File: config.mk
export PLATFORM = sky130hd
export DESIGN_NAME = spi_slave_responder_flat
export DESIGN_NICKNAME = d
export VERILOG_FILES = /design/src/rtl/spi_slave_responder_if.sv /design/src/rtl/spi_slave_responder.sv /design/src/flat_wrapper.sv
export SDC_FILE = /design/constraint.sdc
export NUM_CORES = 1
export LEC_CHECK = 0
export ABC_AREA = 1
export ABC_CLOCK_PERIOD_IN_PS = 3950
export BUFFER_PORTS_ARGS = -buffer_cell sky130_fd_sc_hd__clkbuf_2
export CORE_MARGIN = 1.5
export CORE_UTILIZATION = 50
export CTS_BUF_LIST = sky130_fd_sc_hd__clkbuf_8
export DETAILED_ROUTE_END_ITERATION = 7
export HOLD_SLACK_MARGIN = 0.06
export PLACE_DENSITY = 0.71
export SETUP_SLACK_MARGIN = 0.05
export SKIP_LAST_GASP = 1
export SLEW_MARGIN = 20
export SYNTH_ARGS = -nofsm -noshare
export SYNTH_HDL_FRONTEND = slang
export SYNTH_SLANG_ARGS = --single-unit
export TNS_END_PERCENT = 30
File: constraint.sdc
create_clock -name HCLK -period 3.95 [get_ports HCLK]
set_clock_uncertainty 0.2 [all_clocks]
set_input_delay 0 -clock HCLK [delete_from_list [all_inputs] [get_ports HCLK]]
set_output_delay 0 -clock HCLK [all_outputs]
set_load 0.005 [all_outputs]
File: src/rtl/spi_slave_responder_if.sv
// Bus bundle for the SPI slave responder: SPI pin set plus the TX/RX
// valid/ready holding-register handshakes and status pulses.
interface spi_slave_responder_if #(
  parameter int DATA_W = 8
);
  logic              SCLK;
  logic              SSn;
  logic              MOSI;
  logic              MISO;
  logic              MISO_oe;
  logic [DATA_W-1:0] tx_data;
  logic              tx_valid;
  logic              tx_ready;
  logic [DATA_W-1:0] rx_data;
  logic              rx_valid;
  logic              rx_ready;
  logic              overrun;
  logic              underrun;
  logic              busy;

  modport slave (
    input  SCLK, SSn, MOSI, tx_data, tx_valid, rx_ready,
    output MISO, MISO_oe, tx_ready, rx_data, rx_valid, overrun, underrun, busy
  );

  modport master (
    output SCLK, SSn, MOSI, tx_data, tx_valid, rx_ready,
    input  MISO, MISO_oe, tx_ready, rx_data, rx_valid, overrun, underrun, busy
  );
endinterface

File: src/rtl/spi_slave_responder.sv
// SPI mode-0 slave, MSB first, with the SPI pins oversampled in the HCLK
// domain and single-entry TX/RX holding registers on the system side.
module spi_slave_responder #(
  parameter int   DATA_W      = 8,
  parameter int   SYNC_STAGES = 2,
  parameter logic IDLE_MISO   = 1'b0
) (
  input  logic                   HCLK,
  input  logic                   HRESETn,
  spi_slave_responder_if.slave   bus
);

  localparam int                CNT_W    = $clog2(DATA_W + 1);
  localparam logic [CNT_W-1:0]  LAST_BIT = CNT_W'(DATA_W - 1);

  typedef enum logic {IDLE, ACTIVE} state_t;

  logic [SYNC_STAGES-1:0] sclk_sync;
  logic [SYNC_STAGES-1:0] ss_sync;
  logic [SYNC_STAGES-1:0] mosi_sync;
  logic                   sclk_d;
  logic                   ss_d;
  logic                   sclk_s;
  logic                   ss_s;
  logic                   mosi_s;
  logic                   sclk_rise;
  logic                   sclk_fall;
  logic                   ss_rise;
  logic                   ss_fall;

  state_t                 state;
  logic [CNT_W-1:0]       bit_cnt;
  logic [DATA_W-1:0]      tx_shift;
  logic [DATA_W-2:0]      rx_shift;
  logic [DATA_W-1:0]      tx_hold;
  logic                   tx_ready_r;
  logic [DATA_W-1:0]      rx_data_r;
  logic                   rx_valid_r;
  logic                   overrun_r;
  logic                   underrun_r;
  logic                   busy_r;
  logic                   miso_oe_r;

  logic [DATA_W-1:0]      rx_word;
  logic [DATA_W-1:0]      load_val;
  logic                   load_empty;

  // Input synchronizers plus one extra flop on SCLK/SSn for edge detection.
  // The SSn chain resets to the selected level so that an SSn already low
  // when reset releases never produces a falling edge.
  always_ff @(posedge HCLK or negedge HRESETn) begin
    if (!HRESETn) begin
      sclk_sync <= '0;
      ss_sync   <= '0;
      mosi_sync <= '0;
      sclk_d    <= 1'b0;
      ss_d      <= 1'b0;
    end else begin
      sclk_sync <= {sclk_sync[SYNC_STAGES-2:0], bus.SCLK};
      ss_sync   <= {ss_sync[SYNC_STAGES-2:0], bus.SSn};
      mosi_sync <= {mosi_sync[SYNC_STAGES-2:0], bus.MOSI};
      sclk_d    <= sclk_sync[SYNC_STAGES-1];
      ss_d      <= ss_sync[SYNC_STAGES-1];
    end
  end

  assign sclk_s    = sclk_sync[SYNC_STAGES-1];
  assign ss_s      = ss_sync[SYNC_STAGES-1];
  assign mosi_s    = mosi_sync[SYNC_STAGES-1];
  assign sclk_rise =  sclk_s & ~sclk_d;
  assign sclk_fall = ~sclk_s &  sclk_d;
  assign ss_rise   =  ss_s   & ~ss_d;
  assign ss_fall   = ~ss_s   &  ss_d;

  // Next RX word (the stored DATA_W-1 bits plus the bit being sampled) and
  // the TX shifter load source: holder when full, idle fill when empty.
  always_comb begin
    rx_word    = {rx_shift, mosi_s};
    load_empty = tx_ready_r;
    load_val   = tx_ready_r ? {DATA_W{IDLE_MISO}} : tx_hold;
  end

  // Frame FSM with holding-register handshakes and status pulses.
  always_ff @(posedge HCLK or negedge HRESETn) begin
    if (!HRESETn) begin
      state      <= IDLE;
      bit_cnt    <= '0;
      tx_shift   <= '0;
      rx_shift   <= '0;
      tx_hold    <= '0;
      tx_ready_r <= 1'b1;
      rx_data_r  <= '0;
      rx_valid_r <= 1'b0;
      overrun_r  <= 1'b0;
      underrun_r <= 1'b0;
      busy_r     <= 1'b0;
      miso_oe_r  <= 1'b0;
    end else begin
      overrun_r  <= 1'b0;
      underrun_r <= 1'b0;

      // Accept and load are exclusive: accept needs an empty holder, a load
      // from the holder needs a full one.
      if (bus.tx_valid && tx_ready_r) begin
        tx_hold    <= bus.tx_data;
        tx_ready_r <= 1'b0;
      end

      if (rx_valid_r && bus.rx_ready) begin
        rx_valid_r <= 1'b0;
      end

      case (state)
        IDLE: begin
          busy_r    <= 1'b0;
          miso_oe_r <= 1'b0;
          if (ss_fall) begin
            state     <= ACTIVE;
            busy_r    <= 1'b1;
            miso_oe_r <= 1'b1;
            bit_cnt   <= '0;
            tx_shift  <= load_val;
            if (load_empty) begin
              underrun_r <= 1'b1;
            end else begin
              tx_ready_r <= 1'b1;
            end
          end
        end

        ACTIVE: begin
          if (ss_rise) begin
            // Deselect wins over a coincident SCLK edge; partial words and
            // any word already in the TX shifter are dropped.
            state     <= IDLE;
            busy_r    <= 1'b0;
            miso_oe_r <= 1'b0;
            bit_cnt   <= '0;
          end else if (sclk_rise) begin
            if (bit_cnt == LAST_BIT) begin
              rx_data_r  <= rx_word;
              rx_valid_r <= 1'b1;
              overrun_r  <= rx_valid_r && !bus.rx_ready;
              bit_cnt    <= '0;
            end else begin
              rx_shift <= rx_word[DATA_W-2:0];
              bit_cnt  <= bit_cnt + CNT_W'(1);
            end
          end else if (sclk_fall) begin
            if (bit_cnt != '0) begin
              tx_shift <= {tx_shift[DATA_W-2:0], IDLE_MISO};
            end else begin
              // Word boundary with SSn still low: start the next word.
              tx_shift <= load_val;
              if (load_empty) begin
                underrun_r <= 1'b1;
              end else begin
                tx_ready_r <= 1'b1;
              end
            end
          end
        end

        default: state <= IDLE;
      endcase
    end
  end

  assign bus.MISO     = miso_oe_r ? tx_shift[DATA_W-1] : IDLE_MISO;
  assign bus.MISO_oe  = miso_oe_r;
  assign bus.tx_ready = tx_ready_r;
  assign bus.rx_data  = rx_data_r;
  assign bus.rx_valid = rx_valid_r;
  assign bus.overrun  = overrun_r;
  assign bus.underrun = underrun_r;
  assign bus.busy     = busy_r;

endmodule

File: src/flat_wrapper.sv
// flat-port wrapper written by rule: the top's interface ports become plain ports
module spi_slave_responder_flat 
#(
  parameter int   DATA_W      = 8,
  parameter int   SYNC_STAGES = 2,
  parameter logic IDLE_MISO   = 1'b0
)
  (HCLK, HRESETn, bus_SCLK, bus_SSn, bus_MOSI, bus_tx_data, bus_tx_valid, bus_rx_ready, bus_MISO, bus_MISO_oe, bus_tx_ready, bus_rx_data, bus_rx_valid, bus_overrun, bus_underrun, bus_busy);
  spi_slave_responder_if #(.DATA_W(DATA_W)) bus_i ();
  input  logic HCLK;
  input  logic HRESETn;
  input wire logic [$bits(bus_i.SCLK)-1:0] bus_SCLK;
  input wire logic [$bits(bus_i.SSn)-1:0] bus_SSn;
  input wire logic [$bits(bus_i.MOSI)-1:0] bus_MOSI;
  input wire logic [$bits(bus_i.tx_data)-1:0] bus_tx_data;
  input wire logic [$bits(bus_i.tx_valid)-1:0] bus_tx_valid;
  input wire logic [$bits(bus_i.rx_ready)-1:0] bus_rx_ready;
  output wire logic [$bits(bus_i.MISO)-1:0] bus_MISO;
  output wire logic [$bits(bus_i.MISO_oe)-1:0] bus_MISO_oe;
  output wire logic [$bits(bus_i.tx_ready)-1:0] bus_tx_ready;
  output wire logic [$bits(bus_i.rx_data)-1:0] bus_rx_data;
  output wire logic [$bits(bus_i.rx_valid)-1:0] bus_rx_valid;
  output wire logic [$bits(bus_i.overrun)-1:0] bus_overrun;
  output wire logic [$bits(bus_i.underrun)-1:0] bus_underrun;
  output wire logic [$bits(bus_i.busy)-1:0] bus_busy;
  assign bus_i.SCLK = bus_SCLK;
  assign bus_i.SSn = bus_SSn;
  assign bus_i.MOSI = bus_MOSI;
  assign bus_i.tx_data = bus_tx_data;
  assign bus_i.tx_valid = bus_tx_valid;
  assign bus_i.rx_ready = bus_rx_ready;
  assign bus_MISO = bus_i.MISO;
  assign bus_MISO_oe = bus_i.MISO_oe;
  assign bus_tx_ready = bus_i.tx_ready;
  assign bus_rx_data = bus_i.rx_data;
  assign bus_rx_valid = bus_i.rx_valid;
  assign bus_overrun = bus_i.overrun;
  assign bus_underrun = bus_i.underrun;
  assign bus_busy = bus_i.busy;
  spi_slave_responder #(.DATA_W(DATA_W), .SYNC_STAGES(SYNC_STAGES), .IDLE_MISO(IDLE_MISO)) u_core (.HCLK(HCLK), .HRESETn(HRESETn), .bus(bus_i));
endmodule
# After elaboration in Yosys (flattened, before gate mapping)
# Index checks and enable logic that the tools add are counted.
word_totals:
  reg_bits: 49
  in_bits: 15
  out_inout_bits: 15
  elab_cells: 86
classes:
  add_sub_neg: 1
  eq_ne: 7
  muxes: 42
  bitwise: 11
  reduce_logical: 9
op_table:
  columns: ["cell", "n"]
  rows:
  - ["2-to-1 mux 8 bit", 6]
  - ["2-to-1 mux 1 bit", 26]
  - ["2-to-1 mux 4 bit", 4]
  - ["one-hot mux 8 bit (2 select lines)", 1]
  - ["AND reduction 4 bit", 3]
  - ["one-hot mux 1 bit (2 select lines)", 4]
  - ["one-hot mux 4 bit (2 select lines)", 1]
  - ["inverter 1 bit", 7]
  - ["!= test 2 x 1 -> 1 bit, second input constant", 3]
  - ["adder 4 x 1 -> 4 bit, second input constant", 1]
  - ["AND 1 bit", 4]
  - ["equality test 4 x 3 -> 1 bit, second input constant", 1]
  - ["!= test 2 bit, second input constant", 2]
  - ["nonzero test 4 bit", 1]
  - ["logical AND 1 bit", 3]
  - ["!= test 3 x 1 -> 1 bit, second input constant", 1]
  - ["AND reduction 2 bit", 1]
  - ["zero test 1 bit", 1]

# Depth between registers and ports, before layout
# Gate-level depths: netlist of the first run.
logic_depth:
  depth_word: 8
  ltp_mapped: 8
  mapped_depth_nobuf: 8

# Worst setup path before layout of the first run
# No wires, ideal clock.
synth_timing:
  path_kind: "register to register"
  from: "register u_core.bit_cnt[0]"
  to: "register u_core.rx_shift[4]"
  setup_ns: 0.121
  arrival_time_ns: 1.202
  required_time_ns: 3.629
  slack_ns: 2.427
  path_stages_with_launch: 9
  path_buffers: 1
  period_less_slack_ns: 1.523
  path_cell_list: "dfrtp_1 -> ha_1 -> nand2_2 -> nor2_4 -> nor2_2 -> nand2_2 -> buf_12 -> nand2_2 -> o21ai_1"
synth_between:
  elab_chain_len: 3
synth_lines:
  columns: ["element", "line", "source"]
  rows:
  - ["from (decl)", "spi_slave_responder.sv:32", "logic [CNT_W-1:0] bit_cnt;"]
  - ["from (signal assigned)", "spi_slave_responder.sv:147", "bit_cnt <= bit_cnt + CNT_W'(1);"]
  - ["equality test 4 x 3 -> 1 bit", "spi_slave_responder.sv:140", "if (bit_cnt == LAST_BIT) begin"]
  - ["inverter 1 bit (no source line)", null, null]
  - ["AND reduction 4 bit (no source line)", null, null]
  - ["to (signal assigned)", "spi_slave_responder.sv:146", "rx_shift <= rx_word[DATA_W-2:0];"]
  - ["to (decl)", "spi_slave_responder.sv:34", "logic [DATA_W-2:0] rx_shift;"]
# No other way between the ends.
# A chain may end at the register's enable or synchronous reset.

# Final worst setup path of the first run
layout_timing:
  from: "register u_core.tx_ready_r, in the netlist u_core.bus.tx_ready"
  to: "register u_core.tx_hold[0]"
layout_between:
  elab_chain_len: 1
layout_lines:
  columns: ["element", "line", "source"]
  rows:
  - ["from (decl)", "spi_slave_responder.sv:36", "logic tx_ready_r;"]
  - ["from (signal assigned)", "spi_slave_responder.sv:91", "tx_ready_r <= 1'b1;"]
  - ["from (signal assigned)", "spi_slave_responder.sv:106", "tx_ready_r <= 1'b0;"]
  - ["from (signal assigned)", "spi_slave_responder.sv:126", "tx_ready_r <= 1'b1;"]
  - ["logical AND 1 bit", "spi_slave_responder.sv:104", "if (bus.tx_valid && tx_ready_r) begin"]
  - ["to (signal assigned)", "spi_slave_responder.sv:105", "tx_hold <= bus.tx_data;"]
  - ["to (decl)", "spi_slave_responder.sv:35", "logic [DATA_W-1:0] tx_hold;"]
# No other way between the ends.

==> results of run 1 <==
-- cells by family (layout without fill, tap and decap cells) --
logic type	Yosys count	count (layout)	share of synthesized area (%)
fa+ha+maj	2	2	1.163
compound gates	20	20	6.918
simple gates	113	113	25.00
flops	49	49	57.04
mux	7	7	3.663
buf+inv	28	78	6.221
-- how the worst max path moves through the flow --
stage,startpoint,to
after floorplan,u_core.bit_cnt[0]$_DFFE_PN0P_,u_core.rx_shift[4]$_DFFE_PN0P_
after global placement,u_core.bit_cnt[1]$_DFFE_PN0P_,u_core.rx_shift[1]$_DFFE_PN0P_
after detailed placement,u_core.bit_cnt[1]$_DFFE_PN0P_,u_core.rx_shift[0]$_DFFE_PN0P_
after CTS,u_core.bus.tx_ready$_DFF_PN1_,u_core.tx_hold[0]$_DFFE_PN0P_
after global routing,u_core.bus.tx_ready$_DFF_PN1_,u_core.tx_hold[0]$_DFFE_PN0P_
final,u_core.bus.tx_ready$_DFF_PN1_,u_core.tx_hold[0]$_DFFE_PN0P_
-- power groups by stage --
stage / clock (uW) / combinational (uW) / sequential [uW]
final: 363 / 345 / 692
after global routing: 386 / 395 / 706
after CTS: 373 / 347 / 690
after detailed placement: 0 / 326 / 700
after global placement: 0 / 321 / 696
after floorplan: 0 / 257 / 678
-- repair_timing --
item | 4_1_cts | 5_1_grt
gates resized for setup | 0 | 0
hold buffers | 16 | 0
hold endpoints to repair | 63 | 0
-- layout by cell type (no fill, tap or decap), drive strengths merged --
| cell | instances |
|---|---|
| nor2 | 12 |
| clkinv | 1 |
| buf | 1 |
| dfstp | 1 |
| nand4 | 2 |
| nand2 | 76 |
| ha | 2 |
| mux2 | 7 |
| dfrtp | 48 |
| dlygate4sd3 | 16 |
| bufinv | 1 |
| clkbuf | 34 |
| a21oi | 2 |
| inv | 25 |
| nand3 | 15 |
| o21ai | 18 |
| nor3 | 1 |
| nand3b | 7 |
-- through the flow --
stage	hold slack [ps]	total power, uW	instance area, sq um
finish	116.1	1400	2600
CTS	123.4	1411	2600
floorplan	-495.6	934.4	2152
detailed placement	-90.36	1025	2323
global placement	-90.46	1017	2323
global route	138.4	1487	2600
-- sequential cells by signal, indices dropped and copies added, names as in the netlist, 2 cells and up --
name,count
u_core.ss_sync,2
u_core.mosi_sync,2
u_core.bus.rx_data,8
u_core.tx_hold,8
u_core.bit_cnt,4
u_core.sclk_sync,2
u_core.tx_shift,8
u_core.rx_shift,7
-- synthesized netlist by cell type (2+ instances only) --
library cell,instances,area share (%)
a21oi_1,2,0.47
dfrtp_1,48,56
ha_1,2,1.2
inv_1,20,3.5
inv_2,3,0.52
mux2_2,7,3.7
nand2_1,69,12
nand2_2,7,2.0
nand3_1,13,3.0
nand3b_1,7,2.4
nand4_1,2,0.58
nor2_1,7,1.2
nor2_2,2,0.58
nor2_4,3,1.6
o21ai_1,5,1.2
o21ai_2,13,5.3
-- per-layer routing --
metal  up-vias  global-route usage [%]  share of wire, %
met3         5                   3.409               2.6
met4         0                   8.250               1.6
met2        26                   28.73                47
met1       706                   25.67                49
met5         -                       0                 0
li1        792                       -                 -
-- final cells by class --
cell class | instances | area share, %
multi-input cells | 142 | 30.41
clock buffers | 5 | 2.647
clock inverters | 3 | 1.829
well taps | 50 | 2.406
flip-flops and latches | 49 | 47.21
inverters | 24 | 3.465
repair buffers | 46 | 12.03
-- critical path, stage by stage, from the launching register on --
cell           delay (ps)
dfstp_2               600
nand2_1               260
nor2_1                170
dlygate4sd3_1         560
a21oi_1                40
dlygate4sd3_1         560
==> metrics.cfg, run 1 <==
[cells_and_area]
multi_input_area_sq_um = 790.8
antennaDiodeCount = 0
instances_no_fill = 319
regArea_sq_um = 1227
fillers = 325
final_util_pct = 64.08
syn_to_final_growth_pct = 20.81
nets = 285
post_route_cells_drive_above_1_share_pct = 28.25

[worst_setup_path]
reg2reg_depth = 5
critical_path_class = reg2reg
start_kind = flop
reg2reg_from = u_core.bus.tx_ready$_DFF_PN1_
reg2reg_setup_slack_ps = 1440
r2r-end = u_core.tx_hold[0]$_DFFE_PN0P_
cp_data_required_time_ps = 3940
end_kind = flop
worst_ep_arrival_time_ps = 2500
cp_max_fo = 10

[sta]
fin_crit_sh_pct = 63.53
rsz0062_at_grt = no
tightest_slew_ps = 591.7
final.min_clock_period_ps = 2509
setup_viol = 0
setup_tns_ps = 0
hold_viol = 0
fmax_mhz = 398.5
drv_slew = 0
setup_slack_ps = 1441
slew_headroom_pct = 60.55

[die]
die_h_um = 68.61
start_util_pct = 53.04
core_area_sq_um = 4058
die_area_sq_um = 4707
dieWidth_um = 68.61
num_io_pins = 30
num_rows = 23

[power]
p_int_uw = 967.2
p_leak_uw = 0.001339
power_density_nw_per_um2 = 538.6
ir_drop_v = 0.0003720
switching_power_uw = 433.1
power_frac_clock_pct = 25.9
p_comb_share_pct = 24.7
seqPwrFrac_pct = 49.4
swShare_pct = 30.93

[drt]
vias_per_cell = 4.793
drc = 0
vias = 1529
wl_mm = 3.663
drt_iter0_markers = 85
wire_per_inst_um = 11.48
dr.pass1.iters = 4
antenna_left = 0

[clock_network]
htreeDepth = 2
clk_latency_ps = 300
cts-root-buf = clkbuf_8
cts_num_sinks = 49
clockBufferDepth = 2
path_clk_slew_ps = 90
numCtsBuffers = 5
postCtsSetupRepairBufs = 0
cts_tree = built

[global_routing]
grt_max_degree = 50
grt_pass1_vias = 1451
grt_overflow_total = 0
grt.total_usage_pct = 18.61
grt_pass1_wl_mm = 6.410
antenna_found_initial = 0

[logic_synthesis]
syn_nets = 236
synth-async-reset-ratio_pct = 100.0
ys_seq_area_share_pct = 57.03
synth-edff-count = 0
netlist_area_sq_um = 2152
synthFlopType = dfrtp_1
ys_ff_latch = 49
synth_cell_types = 25
avgSynthCellArea_sq_um = 9.827
synthCells = 219
ys_warn_count = 0

[outcome]
status = finished clean

[run]
cap_violations = 0

[hold_path]
hold_class = in2async

[placed_design]
port_buffers = 29
place_inst = 295
place_congestion = 0.7751
place_worst_setup_slack_ps = 2278
post-dp-hpwl_mm = 2.477

No activity file was read; power rests on OpenSTA's default activity.
==> run 2, diff against run 1 <==
--- a/config.mk
+++ b/config.mk
@@ -5,8 +5,8 @@
 export SDC_FILE = /design/constraint.sdc
 export NUM_CORES = 1
 export LEC_CHECK = 0
-export ABC_AREA = 1
-export ABC_CLOCK_PERIOD_IN_PS = 3950
+export ABC_AREA = 0
+export ABC_CLOCK_PERIOD_IN_PS = 2500
 export BUFFER_PORTS_ARGS = -buffer_cell sky130_fd_sc_hd__clkbuf_2
 export CORE_MARGIN = 1.5
 export CORE_UTILIZATION = 50
==> constraint.sdc (replaced) <==
create_clock -name HCLK -period 2.5 [get_ports HCLK]
set_clock_uncertainty 0.2 [all_clocks]
set_input_delay 0 -clock HCLK [delete_from_list [all_inputs] [get_ports HCLK]]
set_output_delay 0 -clock HCLK [all_outputs]
set_load 0.005 [all_outputs]
==> run 2 against run 1 <==
  * Global-route usage shrank 0.78 points
  * Power grew 44%
  * Largest power group unchanged
  * Flip-flop and latch count is the same
  * Die area shrank 4.8%
  * Synthesized cell count shrank 28%
  * Sequential share of layout area grew 1.9 points
  * Routed wire length shrank 4.2%
  * Sequential power grew 58%
  * Setup slack lost 840 ps
==> metrics.cfg, run 2 <==
[outcome]
status = finished clean

[drt]
wl_mm = 3.509  ; -4.2%
drt-met1-wl_mm = 1.583  ; -12%
dr_wl_met2_mm = 1.780  ; +4.3%
dr.pass1.iters = 4  ; unchanged
wire_per_inst_um = 13.76  ; +20%
vias = 1312  ; -14%
vias_per_cell = 5.145  ; +7.3%
drt_iter0_markers = 48  ; -44%
drc = 0  ; unchanged
highest_layer = met4
antenna_left = 0  ; unchanged
wl_met3_um = 106  ; +9.3%

[hold_path]
hold_class = in2reg

[worst_setup_path]
cp_data_required_time_ps = 2700  ; -1240 ps
reg2reg_setup_slack_ps = 650  ; -790 ps
critPathSlowestCell = dlygate4sd3_1
end_kind = asynchronous set/reset pin
cpPeakStageDelay_ps = 900  ; +300 ps
start_kind = primary input
critical_path_class = in2async
worstPathCellList = dlygate4sd3_1 > dlygate4sd3_1 > clkbuf_2 > dlygate4sd3_1
cp_common_cell = dlygate4sd3_1
cp_max_fo = 12  ; +2
worst_ep_arrival_time_ps = 2100  ; -400 ps

[logic_synthesis]
synth_top_cell_area_share_pct = 58.75  ; +2.9 points
syn_nets = 174  ; -26%
yosys.area.top_type = dfrtp_1
synth.area.top_cells = dfrtp_1, mux2_2, mux2i_1, nand2_1, nor2b_1
netlist_area_sq_um = 2044  ; -5.0%
synth_cell_types = 35  ; +40%
synth_most_common_cell = dfrtp_1
ys_seq_area_share_pct = 60.04  ; +3.0 points
synthFlopType = dfrtp_1
synthTopCellsByCount = dfrtp_1, mux2_2, nand2_1, o21ai_0, nor2b_1
synth-edff-count = 0  ; unchanged
ys_warn_count = 0  ; unchanged
synthCells = 157  ; -28%
ys_ff_latch = 49  ; unchanged
avgSynthCellArea_sq_um = 13.02  ; +33%
synth-async-reset-ratio_pct = 100.0  ; unchanged

[cells_and_area]
final_common_cell = dfrtp_1
syn_to_final_growth_pct = 22.15
nets = 221  ; -22%
fillers = 308  ; -5.2%
final_cell_mix = dfrtp_1, clkbuf_2, mux2_2
final_area_sq_um = 2497  ; -3.9%
instances_no_fill = 255  ; -20%
post_route_cells_drive_above_1_share_pct = 33.66  ; +5.4 points
antennaDiodeCount = 0  ; unchanged

[clock_network]
htreeDepth = 2  ; unchanged
cts-root-buf = clkbuf_8
cts_resized = 0  ; unchanged
clk_latency_ps = 290  ; about the same
cts_num_sinks = 49  ; unchanged
numCtsBuffers = 5  ; unchanged
ctsHoldBuffers = 16  ; unchanged
cts_tree = built
clockBufferDepth = 2  ; unchanged
postCtsSetupRepairBufs = 0  ; unchanged
path_clk_slew_ps = 80  ; about the same

[die]
num_rows = 23  ; unchanged
start_util_pct = 51.48  ; -1.6 points
core_area_sq_um = 3971  ; -2.1%
num_io_pins = 30  ; unchanged
die_area_sq_um = 4482  ; -4.8%
dieWidth_um = 66.95  ; -2.4%
die_h_um = 66.95  ; -2.4%

[power]
seqPwrFrac_pct = 54.4  ; +5.0 points
p_comb_share_pct = 17.9  ; -6.8 points
power_density_nw_per_um2 = 805.3  ; +50%
swShare_pct = 25.00  ; -5.9 points
p_leak_uw = 0.001243  ; -7.2%
switching_power_uw = 502.8  ; +16%
p_int_uw = 1508  ; +56%
power_frac_clock_pct = 27.7  ; +1.8 points
ir_drop_v = 0.0005469  ; +47%

[placed_design]
place_inst = 231  ; -22%
post-dp-hpwl_mm = 2.476  ; about the same
place_congestion = 0.7894  ; +1.8%
port_buffers = 29  ; unchanged
place_area_sq_um = 2221  ; -4.4%

[sta]
holdWs_ps = 154.7  ; +38.67 ps
setup_tns_ps = 0  ; unchanged
drv_slew = 0  ; unchanged
rsz0062_at_grt = no
tightest_slew_ps = 650.1  ; +58.35 ps
slew_headroom_pct = 56.66  ; -3.9 points
fmax_mhz = 527.5
fin_crit_sh_pct = 75.84
final.min_clock_period_ps = 1896
setup_viol = 0  ; unchanged
hold_viol = 0  ; unchanged

[global_routing]
antenna_found_initial = 0  ; unchanged
grt.total_usage_pct = 17.83  ; -0.78 points
grt_pass1_vias = 1359  ; -6.3%
grt_pass1_wl_mm = 5.975  ; -6.8%
grt_max_degree = 37  ; -26%
grt_overflow_total = 0  ; unchanged

[run]
cap_violations = 0  ; unchanged

==> run 2: cell count changes after synthesis, moves of 7 or more <==
cell     before  now
nand2_1      69   15
nand2_2       7    0
nand3_1      13    4
o21ai_0       0   11
mux2i_1       0    8
o21ai_2      13    1
nor2b_1       0    9
mux2_2        7   22
inv_1        20    6
==> run 2: final timing paths <==
path | to | cells after the start | from
worst max-delay path | u_core.tx_hold[4]$_DFFE_PN0P_ | 4 | HRESETn
worst min-delay path | u_core.ss_sync[0]$_DFF_PN0_ | 2 | bus_SSn
worst max register to register | u_core.rx_shift[6]$_DFFE_PN0P_ | 4 | u_core.bit_cnt[0]$_DFFE_PN0P_
worst min register to register | u_core.sclk_sync[1]$_DFF_PN0_ | 0 | u_core.sclk_sync[0]$_DFF_PN0_
max in group HCLK | u_core.rx_shift[6]$_DFFE_PN0P_ | 4 | u_core.bit_cnt[0]$_DFFE_PN0P_
min in group asynchronous | u_core.bus.tx_ready$_DFF_PN1_ | 3 | HRESETn
==> run 2: layer usage <==
layer	vias up	global-route usage, %
met4	0	7.398
met2	24	30.25
met1	653	22.16
li1	629	-
met5	-	0
met3	6	3.547
==> run 2: worst max-delay path, delay by kind of cell <==
kind	cells	cell delay [ps]
buffers and inverters	4	2090
==> run 2: cells by family after synthesis <==
family / share of synthesized area [%]
AO/OA/AOI/OAI: 5.998
buffers and inverters: 2.999
adder cells (fa/ha/maj): 1.224
multiplexers: 16.77
AND/OR/NAND/NOR: 12.97
flip-flops: 60.04
==> run 2: power by group through the flow <==
stage | Sequential [uW] | Combinational, uW | Clock, uW
after floorplan | 1060 | 286 | 0
after global placement | 1100 | 327 | 0
after detailed placement | 1110 | 347 | 0
after CTS | 1100 | 369 | 573
after global routing | 1120 | 408 | 608
final | 1090 | 360 | 556
==> run 2: area by class of cell <==
| type | instances | area, sq um | share of cell area [%] |
|---|---|---|---|
| Tap cell | 50 | 62.56 | 2.505 |
| Clock buffer | 6 | 82.58 | 3.307 |
| Sequential cell | 49 | 1227 | 49.15 |
| Inverter | 6 | 22.52 | 0.9018 |
| Multi-Input combinational cell | 96 | 755.7 | 30.26 |
| Timing Repair Buffer | 46 | 312.8 | 12.53 |
| Clock inverter | 2 | 33.78 | 1.353 |
==> run 2: through the flow <==
stage | power, uW | util (%) | worst slack [ps]
floorplan | 1347 | - | 822.8
global placement | 1426 | 55.92 | 729.5
detailed placement | 1459 | 55.92 | 654.7
CTS | 2037 | 62.89 | 538.1
global route | 2136 | 62.89 | 409.5
finish | 2011 | 62.89 | 604.1
==> run 3, diff against run 2 <==
--- a/config.mk
+++ b/config.mk
@@ -5,8 +5,8 @@
 export SDC_FILE = /design/constraint.sdc
 export NUM_CORES = 1
 export LEC_CHECK = 0
-export ABC_AREA = 0
-export ABC_CLOCK_PERIOD_IN_PS = 2500
+export ABC_AREA = 1
+export ABC_CLOCK_PERIOD_IN_PS = 2000
 export BUFFER_PORTS_ARGS = -buffer_cell sky130_fd_sc_hd__clkbuf_2
 export CORE_MARGIN = 1.5
 export CORE_UTILIZATION = 50
==> constraint.sdc (replaced) <==
create_clock -name HCLK -period 2 [get_ports HCLK]
set_clock_uncertainty 0.2 [all_clocks]
set_input_delay 0 -clock HCLK [delete_from_list [all_inputs] [get_ports HCLK]]
set_output_delay 0 -clock HCLK [all_outputs]
set_load 0.005 [all_outputs]
==> run 3 against run 2 <==
  * Setup slack got worse by 410 ps
  * Register-to-register slack worse by 460 ps
  * Hold slack worse by 9.7 ps
  * Count of clock-buffer cells in the layout is 1 lower
  * Core utilization grew 1.7 points
  * Critical path type is now reg2reg
  * Routed wire length rose by 9.9%
  * Global-route usage grew 2.2 points
  * First-iteration DRC count up 25%
  * Sequential share of layout area decreased by 2.3 points
==> metrics.cfg, run 3 (synthesis gave the netlist of run 1 again) <==
[clock_network]
cts_num_sinks = 49  ; unchanged
cts_tree = built
htreeDepth = 2  ; unchanged
cts-root-buf = clkbuf_8
clockBufferDepth = 2  ; unchanged
numCtsBuffers = 5  ; unchanged
clk_latency_ps = 300  ; about the same
path_clk_slew_ps = 90  ; about the same

[worst_setup_path]
worst_ep_arrival_time_ps = 1790  ; -310 ps
cp_data_required_time_ps = 1980  ; -720 ps
end_kind = flop
cp_max_fo = 10  ; -2
critical_path_class = reg2reg
start_kind = flop
reg2reg_depth = 4  ; unchanged

[global_routing]
grt_max_degree = 19  ; -49%
antenna_found_initial = 0  ; unchanged
grt_pass1_wl_mm = 6.858  ; +15%
grt.total_usage_pct = 20.03  ; +2.2 points
grt_pass1_vias = 1510  ; +11%
grt_overflow_total = 0  ; unchanged

[placed_design]
post-dp-hpwl_mm = 2.673  ; +8.0%
place_worst_setup_slack_ps = 296.7  ; -357.9 ps
place_congestion = 0.8547  ; +8.3%
port_buffers = 29  ; unchanged

[die]
die_area_sq_um = 4707  ; +5.0%
dieWidth_um = 68.61  ; +2.5%
num_io_pins = 30  ; unchanged
die_h_um = 68.61  ; +2.5%
num_rows = 23  ; unchanged
core_area_sq_um = 4058  ; +2.2%
start_util_pct = 53.04  ; +1.6 points

[drt]
drt_iter0_markers = 60  ; +25%
antenna_left = 0  ; unchanged
vias = 1550  ; +18%
dr.pass1.iters = 4  ; unchanged
wl_mm = 3.856  ; +9.9%
wire_per_inst_um = 11.98  ; -13%
vias_per_cell = 4.814  ; -6.4%
drc = 0  ; unchanged

[sta]
tightest_slew_ps = 734.1  ; +84.03 ps
holdWs_ps = 145.0  ; -9.723 ps
slew_headroom_pct = 50.90  ; -5.8 points
setup_viol = 0  ; unchanged
fmax_mhz = 553.0
rsz0062_at_grt = no
setup_slack_ps = 191.8  ; -412.3 ps
hold_viol = 0  ; unchanged
setup_tns_ps = 0  ; unchanged
fin_crit_sh_pct = 90.41
final.min_clock_period_ps = 1808
drv_slew = 0  ; unchanged

[cells_and_area]
antennaDiodeCount = 0  ; unchanged
post_route_cells_drive_above_1_share_pct = 28.68  ; -5.0 points
final_util_pct = 64.63  ; +1.7 points
final_cell_mix = nand2_1, dfrtp_1, clkbuf_2
fillers = 337  ; +9.4%
syn_to_final_growth_pct = 21.86
nets = 288  ; +30%
final_common_cell = nand2_1

[run]
cap_violations = 0  ; unchanged

[hold_path]
hold_class = in2reg
min_path_cells = 2  ; unchanged

[power]
finalPower_uw = 2733  ; +36%
ir_drop_v = 0.0007171  ; +31%
p_leak_uw = 0.001354  ; +8.9%
power_density_nw_per_um2 = 1042  ; +29%

[outcome]
status = finished clean

[run 3: path summary, 6_finish.rpt]
check	startpoint	end	slack [ps]
worst min-delay path	bus_MOSI	u_core.mosi_sync[0]$_DFF_PN0_	150
min in group asynchronous	HRESETn	u_core.bus.rx_data[4]$_DFFE_PN0P_	610
max in group asynchronous	HRESETn	u_core.bit_cnt[0]$_DFFE_PN0P_	500
worst max register to register	u_core.bus.tx_ready$_DFF_PN1_	u_core.tx_hold[0]$_DFFE_PN0P_	190
worst max-delay path	u_core.bus.tx_ready$_DFF_PN1_	u_core.tx_hold[0]$_DFFE_PN0P_	190
worst min register to register	u_core.mosi_sync[0]$_DFF_PN0_	u_core.mosi_sync[1]$_DFF_PN0_	150
[run 3: repair_timing]
| action | CTS | global route |
|---|---|---|
| setup endpoints to repair | 0 | 1 |
| hold endpoints to repair | 62 | 0 |
| buffers inserted | 0 | 0 |
| hold buffers | 17 | 0 |
| gates resized for setup | 0 | 1 |
[run 3: power breakdown]
part,internal [uW],switching (uW),total [uW]
Clock,370,319,690
Sequential,1220,137,1360
Combinational,301,381,682
Total,1900,838,2730
[run 3: layout make-up]
cell class	instances	area, sq um	share of cell area (%)
multi-input cells	142	793.3	30.25
flip-flops and latches	49	1227	46.80
repair buffers	49	337.8	12.88
inverters	24	90.09	3.435
well taps	50	62.56	2.385
clock buffers	5	68.82	2.624
clock inverters	3	42.54	1.622
[run 3: metal layers]
layer / global-route usage (%) / share of wire (%) / wire length, um / vias up
li1: - / - / - / 799
met1: 29.18 / 50 / 1921 / 713
met2: 29.57 / 45 / 1752 / 32
met3: 3.571 / 3.4 / 130 / 6
met4: 8.250 / 1.3 / 52 / 0
met5: 0 / 0 / 0 / -
[run 3: through the flow]
stage	instances	instance area [sq um]
floorplan	219	2152
finish	322	2623
detailed placement	297	2338
global placement	297	2338
global route	322	2623
CTS	322	2620
[run 3: worst max-delay path: stages (launching register included)]
cell           delay [ps]
dfstp_2               600
nand2_2               160
nor2_1                130
dlygate4sd3_1         560
a21oi_1                40
